### src/rtl/id_ex_pipe_reg.sv
// ID/EX pipeline register: holds decoded control, operands and
// instruction fields for EX, with stall (hold) and flush (bubble).
module id_ex_pipe_reg #(
  parameter int XLEN       = 64,
  parameter int REG_ADDR_W = 5
) (
  input  logic                  clk,
  input  logic                  rst,
  input  logic                  stall,
  input  logic                  flush,
  input  logic                  id_valid,
  input  logic                  id_reg_write,
  input  logic                  id_mem_to_reg,
  input  logic                  id_mem_read,
  input  logic                  id_mem_write,
  input  logic                  id_branch,
  input  logic                  id_alu_src,
  input  logic [1:0]            id_alu_op,
  input  logic [XLEN-1:0]       id_pc,
  input  logic [XLEN-1:0]       id_rd1,
  input  logic [XLEN-1:0]       id_rd2,
  input  logic [XLEN-1:0]       id_imm,
  input  logic [REG_ADDR_W-1:0] id_rs1,
  input  logic [REG_ADDR_W-1:0] id_rs2,
  input  logic [REG_ADDR_W-1:0] id_rd,
  input  logic [2:0]            id_func3,
  input  logic                  id_func7_5,
  output logic                  ex_valid,
  output logic                  ex_reg_write,
  output logic                  ex_mem_to_reg,
  output logic                  ex_mem_read,
  output logic                  ex_mem_write,
  output logic                  ex_branch,
  output logic                  ex_alu_src,
  output logic [1:0]            ex_alu_op,
  output logic [XLEN-1:0]       ex_pc,
  output logic [XLEN-1:0]       ex_rd1,
  output logic [XLEN-1:0]       ex_rd2,
  output logic [XLEN-1:0]       ex_imm,
  output logic [REG_ADDR_W-1:0] ex_rs1,
  output logic [REG_ADDR_W-1:0] ex_rs2,
  output logic [REG_ADDR_W-1:0] ex_rd,
  output logic [2:0]            ex_func3,
  output logic                  ex_func7_5
);

  // An invalid ID slot is loaded with all control squashed,
  // so it behaves exactly like a bubble downstream.
  logic v;
  assign v = id_valid;

  // Reset/flush load a bubble, stall holds, otherwise load from ID.
  always_ff @(posedge clk) begin
    if (rst || flush) begin
      ex_valid      <= 1'b0;
      ex_reg_write  <= 1'b0;
      ex_mem_to_reg <= 1'b0;
      ex_mem_read   <= 1'b0;
      ex_mem_write  <= 1'b0;
      ex_branch     <= 1'b0;
      ex_alu_src    <= 1'b0;
      ex_alu_op     <= 2'b00;
      ex_pc         <= '0;
      ex_rd1        <= '0;
      ex_rd2        <= '0;
      ex_imm        <= '0;
      ex_rs1        <= '0;
      ex_rs2        <= '0;
      ex_rd         <= '0;
      ex_func3      <= 3'b000;
      ex_func7_5    <= 1'b0;
    end else if (!stall) begin
      ex_valid      <= v;
      ex_reg_write  <= v & id_reg_write;
      ex_mem_to_reg <= v & id_mem_to_reg;
      ex_mem_read   <= v & id_mem_read;
      ex_mem_write  <= v & id_mem_write;
      ex_branch     <= v & id_branch;
      ex_alu_src    <= v & id_alu_src;
      ex_alu_op     <= v ? id_alu_op : 2'b00;
      ex_pc         <= id_pc;
      ex_rd1        <= id_rd1;
      ex_rd2        <= id_rd2;
      ex_imm        <= id_imm;
      ex_rs1        <= id_rs1;
      ex_rs2        <= id_rs2;
      ex_rd         <= id_rd;
      ex_func3      <= id_func3;
      ex_func7_5    <= id_func7_5;
    end
  end

endmodule

### config.mk
export PLATFORM = sky130hd
export DESIGN_NAME = id_ex_pipe_reg
export DESIGN_NICKNAME = d
export VERILOG_FILES = /design/src/rtl/id_ex_pipe_reg.sv
export SDC_FILE = /design/constraint.sdc
export NUM_CORES = 1
export LEC_CHECK = 0
export CAP_MARGIN = 20
export CORE_AREA = 10 10 215 217
export CTS_CLUSTER_DIAMETER = 60
export CTS_CLUSTER_SIZE = 10
export DETAILED_ROUTE_END_ITERATION = 10
export DIE_AREA = 0 0 225 227
export HOLD_SLACK_MARGIN = 0.02
export SYNTH_ARGS = -nofsm -noshare
export SYNTH_HDL_FRONTEND = slang
export SYNTH_SLANG_ARGS = --single-unit
### constraint.sdc
create_clock -name clk -period 1.3 [get_ports clk]
set_clock_uncertainty 0.2 [all_clocks]
set_input_delay 0.26 -clock clk [delete_from_list [all_inputs] [get_ports clk]]
set_output_delay 0.26 -clock clk [all_outputs]
set_load 0.02 [all_outputs]
# == Yosys cells after proc, flatten, opt, wreduce, memory -nomap -nowiden ==
# Cells that the tools add are included.
# W data, S select, Z words.
# word_totals
reg_bits,284
in_bits,288
wordCells,25
# op_classes
n_mux,1
n_bitwise,6
reduce_logical,1
# op_table
cell,n
$and A1 B1 Y1,6
$mux W2,1
$logic_or A1 B1 Y1,1

# == Logic depth before layout (Yosys ltp) ==
# logic_depth
word_depth,1
mapped_depth,5
ltp_nobuf,2

# == Worst setup path after synthesis ==
# Ideal clock, no wire load.
# synth_timing
path_kind,input port to flip-flop
startpoint,input port stall
endpoint,register ex_imm[63]
setup_ns,0.128
arrival_ns,0.928
slack_ns,0.044
path_stages,5
path_cell_list,buf_2 buf_4 buf_4 mux2i_1 nor2_1
# synth_lines
item,line,rtl
"start, declared",9,"input logic stall,"
"end signal, assigned",84,ex_imm <= id_imm;
"end, declared",39,"output logic [XLEN-1:0] ex_imm,"

# == Worst setup path after layout ==
# layout_timing
startpoint,register ex_rd2[63]
endpoint,output port ex_rd2[63]
# layout_lines
item,line,rtl
"start, declared",38,"output logic [XLEN-1:0] ex_rd2,"
"start signal, assigned",83,ex_rd2 <= id_rd2;
# No word-level cell between the ends.

==> results_dict.tcl <==
set metrics [dict create \
    irDropWorstVdd_uv 882 \
    status "complete, but fails checks" \
    numPortBuffers 571 \
    crit_fanout 2 \
    dr_total_vias 8816 \
    grt_pass1_vias 9262 \
    rsz0062_at_grt "true" \
    synth_area_leaders "dfxtp_1, mux2i_1, nor2_1" \
    cts_buffer_depth 3 \
    initial_core_util 0.244 \
    antenna_found_initial 1 \
    hpwl_mm 31.9 \
    place_area_mm2 0.0167 \
    fp.dieH_um 227 \
    drive_gt1_frac 0.449 \
    grt_overflow 0 \
    synth_seq_cells 284 \
    routedWlPerCell_um 19.0 \
    cp_slowest_cell "dfxtp_4" \
    arrival_ns 1.02 \
    fin_crit_ns 1.48 \
    maxClockFrequency_mhz 675 \
    crit_buf_inv 1 \
    io_pins 572 \
    power_density_mw_per_mm2 1160 \
    core_region_area_mm2 0.0418 \
    grt_util_met3 0.0804 \
    worstSetupStartpointType "flip-flop" \
    routabilityCongestion 0.778 \
    clk_latency_ns 0.53 \
    clkTransAtPathRegs_ns 0.05 \
    failed_checks "negative setup slack" \
    root_buffer "clkbuf_16" \
    tightest_slew_ns 0.388 \
    vias_per_cell 4.17 \
    die_x_um 225 \
    cp-end-kind "output pin" \
    firstDrtPassIters 4 \
    cts_tree "built" \
    syn_to_final_growth_pct 84.4 \
    hold_class "primary input to flip-flop" \
    setup_tns_ns -38.76 \
    ys_seq_area_frac 0.557 \
    crit_family "flip-flops" \
    cap_violations 0 \
    drtAntennaViolNets 0 \
    path_cells "buf_12" \
    rows 75 \
    drt_iter0_drc 359 \
    use_met1 0.149 \
    fin_nets 1851 \
    syn_nets 1215 \
    grt_max_degree 42 \
    setup_slack_ns -0.181 \
    wl_mm 40.3 \
    final-setup-viol-count 284 \
    die_area_mm2 0.0511 \
    criticalPathCategory "flip-flop to output pin" \
    busiest_layer "met2" \
    yosysTopAreaCell "dfxtp_1" \
    ys_types 12 \
    synth_cells 927 \
    use_met2 0.266 \
    drcViolationCount 0 \
    multi_input_area_mm2 0.00394 \
    cp.required_ns 0.84 \
    htreeDepth 2 \
    fin_crit_sh 1.14 \
    hold_viol 0 \
    cts_made_buffers 38 \
    grt_pass1_wl_mm 58.4 \
    critPathMaxStageDelay_ns 0.36 \
    synth_top_area_share 0.557 \
    register_area_mm2 0.00606 \
    leakagePower_nw 8.41 \
    yosysWarnings 0 \
    gr-usage-all-layers 0.149 \
    slew_viol_final 0 \
    maxSlewHeadroom 0.741 \
    avgSynthCellArea_um2 11.0 \
    syn_area_mm2 0.0102 \
    finish.instance_area_mm2 0.0188 \
    dpl_worst_slack_ns -0.421 \
    fillers 3890 \
    cts_sinks 284 \
]
synth_stat cells:
cell type and instances:
clkbuf_1 2, buf_6 30, nor2_1 276, dfxtp_1 284
nand3b_1 8, buf_4 30, buf_1 1, buf_2 3
nand2_1 8, mux2i_1 276, a21oi_1 8, or2_1 1
where the power goes:
| part | internal (mW) | switching [mW] |
|---|---|---|
| logic | 1.92 | 1.30 |
| clock network | 5.68 | 3.77 |
| registers | 9.05 | 0.208 |
worst paths after layout:
check	cells after the start	from	slack, ns	to
worst max-delay path	1	ex_rd2[63]$_SDFFE_PP0N_	-0.18	ex_rd2[63]
worst min-delay path	4	stall	0.05	ex_pc[39]$_SDFFE_PP0N_
worst max register to register	4	ex_imm[30]$_SDFFE_PP0N_	0.20	ex_imm[30]$_SDFFE_PP0N_
worst min register to register	2	ex_mem_read$_SDFFE_PP0N_	0.27	ex_mem_read$_SDFFE_PP0N_
cells in the final DEF, fill, tap and decap left out, types with 2 or more instances in the layout:
master,instances
nor2_1,276
dlygate4sd3_1,3
clkinvlp_4,2
inv_6,2
buf_6,278
clkbuf_1,3
dfxtp_2,278
nand3b_1,8
buf_4,70
clkbuf_16,41
a21oi_1,8
nand2_1,8
clkdlybuf4s50_1,286
clkinv_2,3
mux2i_1,276
buf_12,24
dfxtp_4,6
routing by layer:
layer	up-vias	wire, um
met1	4084	14400
met3	45	4880
met5	-	0
met2	364	20400
met4	0	650
li1	4323	-
kinds of logic after synthesis:
kind of cell	Yosys count	share of synthesized area
mux	276	0.271
simple gates	293	0.111
compound gates	8	0.00392
flops	284	0.557
buf+inv	66	0.0577
layout make-up:
cell class,count,share of cell area
diodes,1,0.000133
clock buffers,45,0.0558
clock inverters,8,0.00299
multi-input cells,577,0.209
flip-flops and latches,284,0.322
well taps,539,0.0358
repair buffers,662,0.374
what timing repair did:
item | in CTS | in global routing
hold buffers | 3 | 0
setup endpoints to repair | 284 | 284
endpoints found under the hold margin | 3 | 0
resized for setup | 1850 | 0
buffers inserted | 11 | 9
per-stage QoR:
stage | utilization | cells | power, mW | hold WS, ns
6_report | 0.451 | 2116 | 21.9 | 0.0539
5_1_grt | 0.451 | 2116 | 22.8 | 0.0508
4_1_cts | 0.449 | 2106 | 22.3 | 0.0225
3_5_place_dp | 0.401 | 2039 | 12.5 | 0.255
3_3_place_gp | 0.401 | 2039 | 12.5 | 0.249
2_1_floorplan | - | 927 | 10.7 | 0.204
Power figures use the tool's default switching activity.
